$ cat config.mk
export PLATFORM = sky130hd
export DESIGN_NAME = demux_onehot_1to4
export DESIGN_NICKNAME = d
export VERILOG_FILES = /design/src/rtl/demux_onehot_1to4.sv
export SDC_FILE = /design/constraint.sdc
export NUM_CORES = 1
export LEC_CHECK = 0
export BUFFER_PORTS_ARGS = -buffer_cell sky130_fd_sc_hd__buf_2
export CAP_MARGIN = 20
export CORE_UTILIZATION = 54
export CTS_CLUSTER_DIAMETER = 80
export DETAILED_ROUTE_END_ITERATION = 7
export PLACE_DENSITY_LB_ADDON = 0.12
export SYNTH_ARGS = -nofsm -noshare
export SYNTH_HDL_FRONTEND = slang
export SYNTH_SLANG_ARGS = --single-unit
$ cat constraint.sdc
create_clock -name clock -period 6.57 [get_ports clock]
set_clock_uncertainty 0.15 [all_clocks]
set_input_delay 0.9855 -clock clock [delete_from_list [all_inputs] [get_ports clock]]
set_output_delay 0.9855 -clock clock [all_outputs]
set_load 0.02 [all_outputs]
$ cat src/rtl/demux_onehot_1to4.sv
// One-hot 1-to-4 demultiplexer with a single-entry register per output lane.
// Illegal selects (zero-hot or multi-hot) are accepted and discarded; each
// discard raises a sticky error flag and bumps a saturating drop counter.
module demux_onehot_1to4 #(
    parameter int unsigned WIDTH = 32,
    parameter int unsigned CNT_W = 8
) (
    input  logic             clock,
    input  logic             reset,
    input  logic [WIDTH-1:0] io_in,
    input  logic             io_in_valid,
    output logic             io_in_ready,
    input  logic [3:0]       io_sel,
    output logic [WIDTH-1:0] io_out0,
    output logic [WIDTH-1:0] io_out1,
    output logic [WIDTH-1:0] io_out2,
    output logic [WIDTH-1:0] io_out3,
    output logic [3:0]       io_out_valid,
    input  logic [3:0]       io_out_ready,
    input  logic             io_err_clr,
    output logic             io_err,
    output logic [CNT_W-1:0] io_drop_cnt
);

    logic [WIDTH-1:0] data_q [4];
    logic [3:0]       valid_q;
    logic             err_q, err_d;
    logic [CNT_W-1:0] cnt_q, cnt_d;

    logic             sel_legal;
    logic [3:0]       lane_free;
    logic [3:0]       load;
    logic [3:0]       drain;
    logic             drop;

    // Decode the select and work out which lanes can accept a word this cycle.
    always_comb begin
        sel_legal = (io_sel != 4'b0000) && ((io_sel & (io_sel - 4'd1)) == 4'b0000);
        lane_free = ~valid_q | io_out_ready;
        // Illegal selects are always swallowed, so ready never depends on io_in_valid.
        io_in_ready = sel_legal ? |(io_sel & lane_free) : 1'b1;
        load  = (io_in_valid && io_in_ready && sel_legal) ? io_sel : 4'b0000;
        drain = valid_q & io_out_ready;
        drop  = io_in_valid && !sel_legal;
    end

    // Next state of the error flag and drop counter; a drop wins over a clear.
    always_comb begin
        err_d = err_q;
        cnt_d = cnt_q;
        if (drop) begin
            err_d = 1'b1;
            cnt_d = io_err_clr ? '0 : cnt_q;
            if (cnt_d != {CNT_W{1'b1}}) begin
                cnt_d = cnt_d + CNT_W'(1);
            end
        end else if (io_err_clr) begin
            err_d = 1'b0;
            cnt_d = '0;
        end
    end

    // Lane registers: a load takes precedence over a drain of the same lane.
    always_ff @(posedge clock) begin
        if (!reset) begin
            valid_q <= 4'b0000;
            for (int k = 0; k < 4; k++) begin
                data_q[k] <= '0;
            end
        end else begin
            for (int k = 0; k < 4; k++) begin
                if (load[k]) begin
                    data_q[k]  <= io_in;
                    valid_q[k] <= 1'b1;
                end else if (drain[k]) begin
                    valid_q[k] <= 1'b0;
                end
            end
        end
    end

    // Error flag and drop counter registers.
    always_ff @(posedge clock) begin
        if (!reset) begin
            err_q <= 1'b0;
            cnt_q <= '0;
        end else begin
            err_q <= err_d;
            cnt_q <= cnt_d;
        end
    end

    // Registered outputs straight from state.
    always_comb begin
        io_out0      = data_q[0];
        io_out1      = data_q[1];
        io_out2      = data_q[2];
        io_out3      = data_q[3];
        io_out_valid = valid_q;
        io_err       = err_q;
        io_drop_cnt  = cnt_q;
    end

endmodule
# Word-level counts from Yosys, hierarchy flattened
# Memories as Yosys holds them, arrays and structs flattened.
# Index checks and enable logic that the tools add are counted.
# word_totals
rom_bits	0
register_bits	13
memories	1
ramBits	128
latch_bits	0
# mem_list
memory	words	word_bits	rd	rd_clocked_by_memory_dff	write_ports	line	source
data_q	4	32	4	0	4	25	logic [WIDTH-1:0] data_q [4];
# op_classes
n_shift	0
muxes	32
magnitude_cmp	0
div	0
reduce_logical	13
addsub	2
n_eq_ne	1
multipliers	0
n_bitwise	9
# ops
op	n
2-to-1 mux 32 bit	4
2-to-1 mux 1 bit	24
2-to-1 mux 8 bit	3
bitwise AND 4 bit	3
nonzero test 2 bit	5
adder 8 x 1 -> 8 bit (second input constant)	1
!= test 8 bit (second input constant)	1
logical AND 1 bit	4
logical NOT 4 bit	1
2-to-1 mux 4 bit	1
NOT 4 bit	1
OR 1 bit	4
OR 4 bit	1
nonzero test 4 bit	1
OR reduction 4 bit	1
subtractor 4 x 1 -> 4 bit (second input constant)	1
logical NOT 1 bit	1

# Logic depth before layout (Yosys ltp)
# Gate-level depths: netlist of run 1.
# logic_depth
ltp_word	12
depth_mapped	7
depth_no_buf	6

# Worst setup path before layout of run 1
# OpenSTA, ideal clock, no wires.
# synth_timing
kind	input to register
startpoint	input port io_sel[0]
endpoint	memory data_q[0][0], enable pin
required_time_ns	6.032
arrival_time_ns	2.701
stages	4
slack_ns	3.331
setup_time_ns	0.388
path_cell_list	nor4b_2 -> a211oi_4 -> a211oi_1 -> a21o_1
# synth_lines
item	line	source
from (decl)	13	input logic [3:0] io_sel,
to (decl)	25	

# Worst setup path in the final report of run 1
# layout_timing
startpoint	input port io_sel[2]
endpoint	output port io_in_ready
# layout_via
elab_chain_len	5
word_cells_on_any_way	8
cone_classes	add/sub (1); mux (1); bitwise (2); reduce/logical (4)
# layout_lines
item	line	source
subtractor 4 x 1 -> 4 bit	38	sel_legal = (io_sel != 4'b0000) && ((io_sel & (io_sel - 4'd1)) == 4'b0000);
bitwise AND 4 bit	38	
logical NOT 4 bit	38	
logical AND 1 bit	38	
2-to-1 mux 1 bit *	41	io_in_ready = sel_legal ? |(io_sel & lane_free) : 1'b1;
to (decl)	12	output logic io_in_ready,
# Mark *: on every way between the ends. The rest lies on a longest branch, timed or not.

==> results.cfg, run 1 <==
[synthesis]
synth-seq-cells = 141
yosysUniqueCellTypes = 39
syn_nets = 409
ys.flop_type = edfxtp_1
synth_cells = 364
ys_warn_count = 0
syn_avg_cell_area_um2 = 15.6
ys_seq_area_share_pct = 72.1
ys_async_sr_fraction_pct = 0
synth_edf_count = 128
syn-cell-area_um2 = 5690

[final_layout]
diodes = 0
layout-drive-gt1-share_pct = 40.9
final_cell_mix = buf_2, and2_1, edfxtp_1
finalNetCount = 606
layout_commonest_cell = buf_2
area_growth_pct = 28.1
final_util_pct = 71.0

[global_route]
antenna_found_initial = 0
grt_pass1_vias = 3428
grt_overflow = 0
grtUsageTotal_pct = 23.2
grt_max_degree = 33
met1_usage_pct = 29.3
met2_usage_pct = 37.1
use_met3_pct = 8.73
grt-busiest-layer = met2
grt_pass1_wl_um = 18500

[floorplanning]
die_w_um = 105
die-area_um2 = 11000
rows = 37
ios = 186
die_y_um = 105
core_um2 = 10300
start_util_pct = 55.4

[worst_setup_path]
crit_top_cell = buf_2
cp.arrival_ps = 2330
cp_max_fo = 8
crit_buf_inv = 2
path_delay_family = compound AO/OA/AOI/OAI gates
slowest_stage = a211oi_4
r2r_setup_slack_ps = 3940
crit_path_end_kind = output pin
r2r_start = io_out_valid[1]
path_cells = buf_2 -> xor2_1 -> a211oi_4 -> nand3b_1 -> buf_2
startpoint = io_sel[2]
slowest_delay_ps = 590
cp_data_required_time_ps = 5430
cp-start-kind = primary input
worstSetupPathType = in2out

[clock_tree]
postCtsSetupBuffers = 0
cts_buffers = 17
root_buffer = clkbuf_8
clock_latency_ps = 510
ctsResizeCount = 0
cts.path.max_buffers = 2
hold_buffers = 0
cts_max_level = 4
cts_tree = done
cts_sinks = 141
cts.clk_slew.worst_paths_ps = 60

[drt]
totalWireLength_um = 12400
drc_errors = 0
via_per_inst = 5.20
routedWlPerCell_um = 17.5
ant_nets = 0
dr.first_iter.drc_count = 201
routed-via-count = 3691
first_pass_iters = 7

[placement]
io_buffer_count = 185
routabilityCongestion = 0.839
pre_cts_slack_ps = 2850
hpwl_um = 8160

[hold_path]
min_path_type = reg2reg
min_from = io_err

[sta]
finalCriticalPeriod_ps = 3460
fmax_ghz = 0.289
timing.hold.ws_ps = 309
drv_slew = 0
setup_ws_ps = 3110
rsz0062_at_grt = no
finalHoldViolations = 0
worst_pin_slew_ps = 848
relSlewSlack_pct = 43.5
fin_tns_setup_ps = 0
finalSetupViolCount = 0
post-route-period-util_pct = 52.7

[power]
power.density_nw_per_um2 = 304
p_leak_nw = 2.96
vdd_ir_drop_max_mv = 0.170

[job]
max_cap_violations = 0

[outcome]
status = finished, final reports clean
-- cell usage after synthesis (all sizes together) (2+ instances only) --
cell / count / share of area (%)
buf: 13 / 2.5
nand2b: 4 / 0.44
a21oi: 5 / 0.44
a2111o: 3 / 0.59
a211oi: 3 / 0.62
o31ai: 2 / 0.26
nor3: 2 / 0.18
nor2: 3 / 0.20
nand2: 6 / 0.40
clkbuf: 3 / 0.20
o21bai: 4 / 0.53
a22oi: 2 / 0.44
nor2b: 4 / 0.44
nor4b: 2 / 0.53
nand3b: 3 / 0.40
and2: 128 / 14
inv: 4 / 0.26
o311ai: 2 / 0.31
a2111oi: 6 / 2.2
a21o: 4 / 0.53
edfxtp: 128 / 68
nand3: 7 / 0.62
dfxtp: 13 / 4.6
-- path summary, 6_finish.rpt --
check | end | cells after the start
setup reg to reg | data_q[2][18] | 5
setup / recovery | io_in_ready | 5
hold reg to reg | io_err | 2
hold / removal | io_err | 2
-- worst register-to-register path: stages (launching register included) --
cell and delay (ps):
dfxtp_1 320, nand2b_1 110, a22oi_2 200, a211oi_1 510, a21o_1 610, buf_4 400
-- layout make-up --
type | instances | area (µm²)
inverter | 4 | 15.0
multi-input combinational | 203 | 1420
fill | 717 | 2990
timing repair buffer | 194 | 993
tap | 136 | 170
clock inverter | 14 | 169
sequential | 141 | 4100
clock buffer | 18 | 418
-- kinds of logic (layout without fill, tap and decap cells) --
family | count (synthesis) | after routing | synth area share (%)
AO/OA/AOI/OAI | 37 | 37 | 6.79
XOR/XNOR | 1 | 1 | 0.154
adder cells (fa/ha/maj) | 1 | 1 | 0.220
buffers and inverters | 20 | 230 | 2.92
flip-flops | 141 | 141 | 72.1
AND/OR/NAND/NOR | 164 | 164 | 17.8
-- registers in the layout (all words and copies together) (netlist names) --
name,count
data_q,128
io_drop_cnt,8
io_err,1
io_out_valid,4
-- metrics by stage --
stage | total power, mW | cells | instance area, µm²
global placement | 1.29 | 677 | 6700
detailed placement | 1.30 | 677 | 6700
global route | 2.28 | 710 | 7290
finish | 2.21 | 710 | 7290
floorplan | 1.20 | 364 | 5690
CTS | 2.23 | 709 | 7280
-- where the power goes --
group          leakage [nW]  internal [mW]  switching, mW
clock                 0.275          0.578          0.359
sequential             1.34           1.04         0.0172
combinational          1.35         0.0633          0.156
-- layer usage --
layer  wire length [µm]  up-vias  share of wire [%]
met4                194        0                1.6
met1               5130     1795                 41
met3                957       13                7.7
met5                  0        -                  0
li1                   -     1710                  -
met2               6120      173                 49
(Power assumes the default switching activity.)
==> inputs of run 2 (changes only) <==
--- a/config.mk
+++ b/config.mk
@@ -7,7 +7,7 @@
 export LEC_CHECK = 0
 export BUFFER_PORTS_ARGS = -buffer_cell sky130_fd_sc_hd__buf_2
 export CAP_MARGIN = 20
-export CORE_UTILIZATION = 54
+export CORE_UTILIZATION = 50
 export CTS_CLUSTER_DIAMETER = 80
 export DETAILED_ROUTE_END_ITERATION = 7
 export PLACE_DENSITY_LB_ADDON = 0.12
==> constraint.sdc (replaced) <==
create_clock -name clock -period 3.6 [get_ports clock]
set_clock_uncertainty 0.15 [all_clocks]
set_input_delay 0.54 -clock clock [delete_from_list [all_inputs] [get_ports clock]]
set_output_delay 0.54 -clock clock [all_outputs]
set_load 0.02 [all_outputs]
==> run 2 against run 1 <==
First-iteration DRC count shrank 31%; critical path depth grew 1; combinational power grew 84%; setup slack lost 2100 ps; hold slack lost 45 ps; clock-buffer cell count is the same.
==> results.cfg, run 2 (synthesized netlist as in run 1, its figures left out) <==
[clock_tree]
hold_buffers = 0
cts.path.max_buffers = 2
cts_tree = done
cts.clk_slew.worst_paths_ps = 50
postCtsSetupBuffers = 0
clock_latency_ps = 410
root_buffer = clkbuf_16
cts_buffers = 17
ctsResizeCount = 0
cts_sinks = 141
cts_max_level = 4

[global_route]
grt_max_degree = 34
grt_pass1_wl_um = 18900
grt_overflow = 0
antenna_found_initial = 1
grtUsageTotal_pct = 22.3
grt_pass1_vias = 3528

[sta]
finalHoldViolations = 0
rsz0062_at_grt = no
post-route-period-util_pct = 72.8
worst_pin_slew_ps = 896
timing.hold.ws_ps = 264
setup_ws_ps = 978
finalCriticalPeriod_ps = 2620
relSlewSlack_pct = 38.8
fmax_ghz = 0.381
drv_slew = 0
finalSetupViolCount = 0
fin_tns_setup_ps = 0

[final_layout]
final_cell_mix = buf_2, and2_1, edfxtp_1
fin_cells = 717
largest-register = data_q
regArea_um2 = 4100
layout_commonest_cell = buf_2
largest_reg_flops = 128
area_growth_pct = 29.7
finalNetCount = 611
fill_cells = 823
final_util_pct = 67.2
diodes = 0
multiInputGateArea_um2 = 1420
layout-drive-gt1-share_pct = 41.2
fin_area_um2 = 7390

[outcome]
status = finished, final reports clean

[drt]
drc_errors = 0
dr.first_iter.drc_count = 139
routedWlPerCell_um = 17.5
ant_nets = 0
first_pass_iters = 4
routed-via-count = 3621
via_per_inst = 5.05
totalWireLength_um = 12500

[power]
vdd_ir_drop_max_mv = 0.332
p_leak_nw = 3.02
power.density_nw_per_um2 = 567
finalPower_mw = 4.18

[floorplanning]
die_y_um = 109
core_um2 = 11000
rows = 38
ios = 186
die-area_um2 = 11800
die_w_um = 109
start_util_pct = 51.8

[placement]
routabilityCongestion = 0.818
hpwl_um = 8650
pre_cts_slack_ps = 594
place_area_um2 = 6760
placed_cells = 687
io_buffer_count = 185

[job]
max_cap_violations = 0

[worst_setup_path]
cp.arrival_ps = 2580
crit_path_end_kind = flip-flop
cp_data_required_time_ps = 3560
cp-start-kind = primary input
cp_max_fo = 23
worstSetupPathType = in2reg

[hold_path]
min_path_type = in2reg
## run 2: cell count changes in the layout (fill, tap and decap cells not counted), sizes merged
| cell | delta |
|---|---|
| inv | -2 |
| buf | +6 |
| clkbuf | -1 |
| bufinv | +2 |
| clkinvlp | -2 |
## run 2: worst max-delay path: stages
cell and delay [ps]:
buf_2 140, nor4b_2 470, a211oi_4 170, a211oi_1 490, a21o_1 520, buf_12 250
## run 2: power breakdown
part | total [mW] | internal, mW | switching, mW | leakage, nW
Clock | 1.85 | 1.22 | 0.633 | 0.299
Combinational | 0.403 | 0.120 | 0.283 | 1.38
Sequential | 1.93 | 1.90 | 0.0347 | 1.34
Total | 4.18 | 3.23 | 0.951 | 3.02
## run 2: worst paths after layout
kind / slack [ps] / from / depth (start not counted) / to
setup reg to reg: 1200 / io_out_valid[1] / 5 / data_q[3][14]
setup / recovery: 980 / io_sel[0] / 6 / data_q[3][14]
hold reg to reg: 300 / io_err / 2 / io_err
hold / removal: 260 / io_err_clr / 2 / io_drop_cnt[4]
## run 2: area by class of cell
type	instances	share of cell area, %
Tap cell	140	2.37
Clock buffer	18	5.81
Clock inverter	12	2.66
Timing Repair Buffer	199	14.1
Inverter	4	0.203
Sequential cell	141	55.6
Multi-Input combinational cell	203	19.3
## run 2: metal layers
metal | GRT usage (%) | wire length, µm | up-vias
li1 | - | - | 1725
met1 | 27.7 | 5190 | 1741
met2 | 36.0 | 6230 | 137
met3 | 7.41 | 840 | 18
met4 | 8.88 | 263 | 0
met5 | 0 | 0 | -
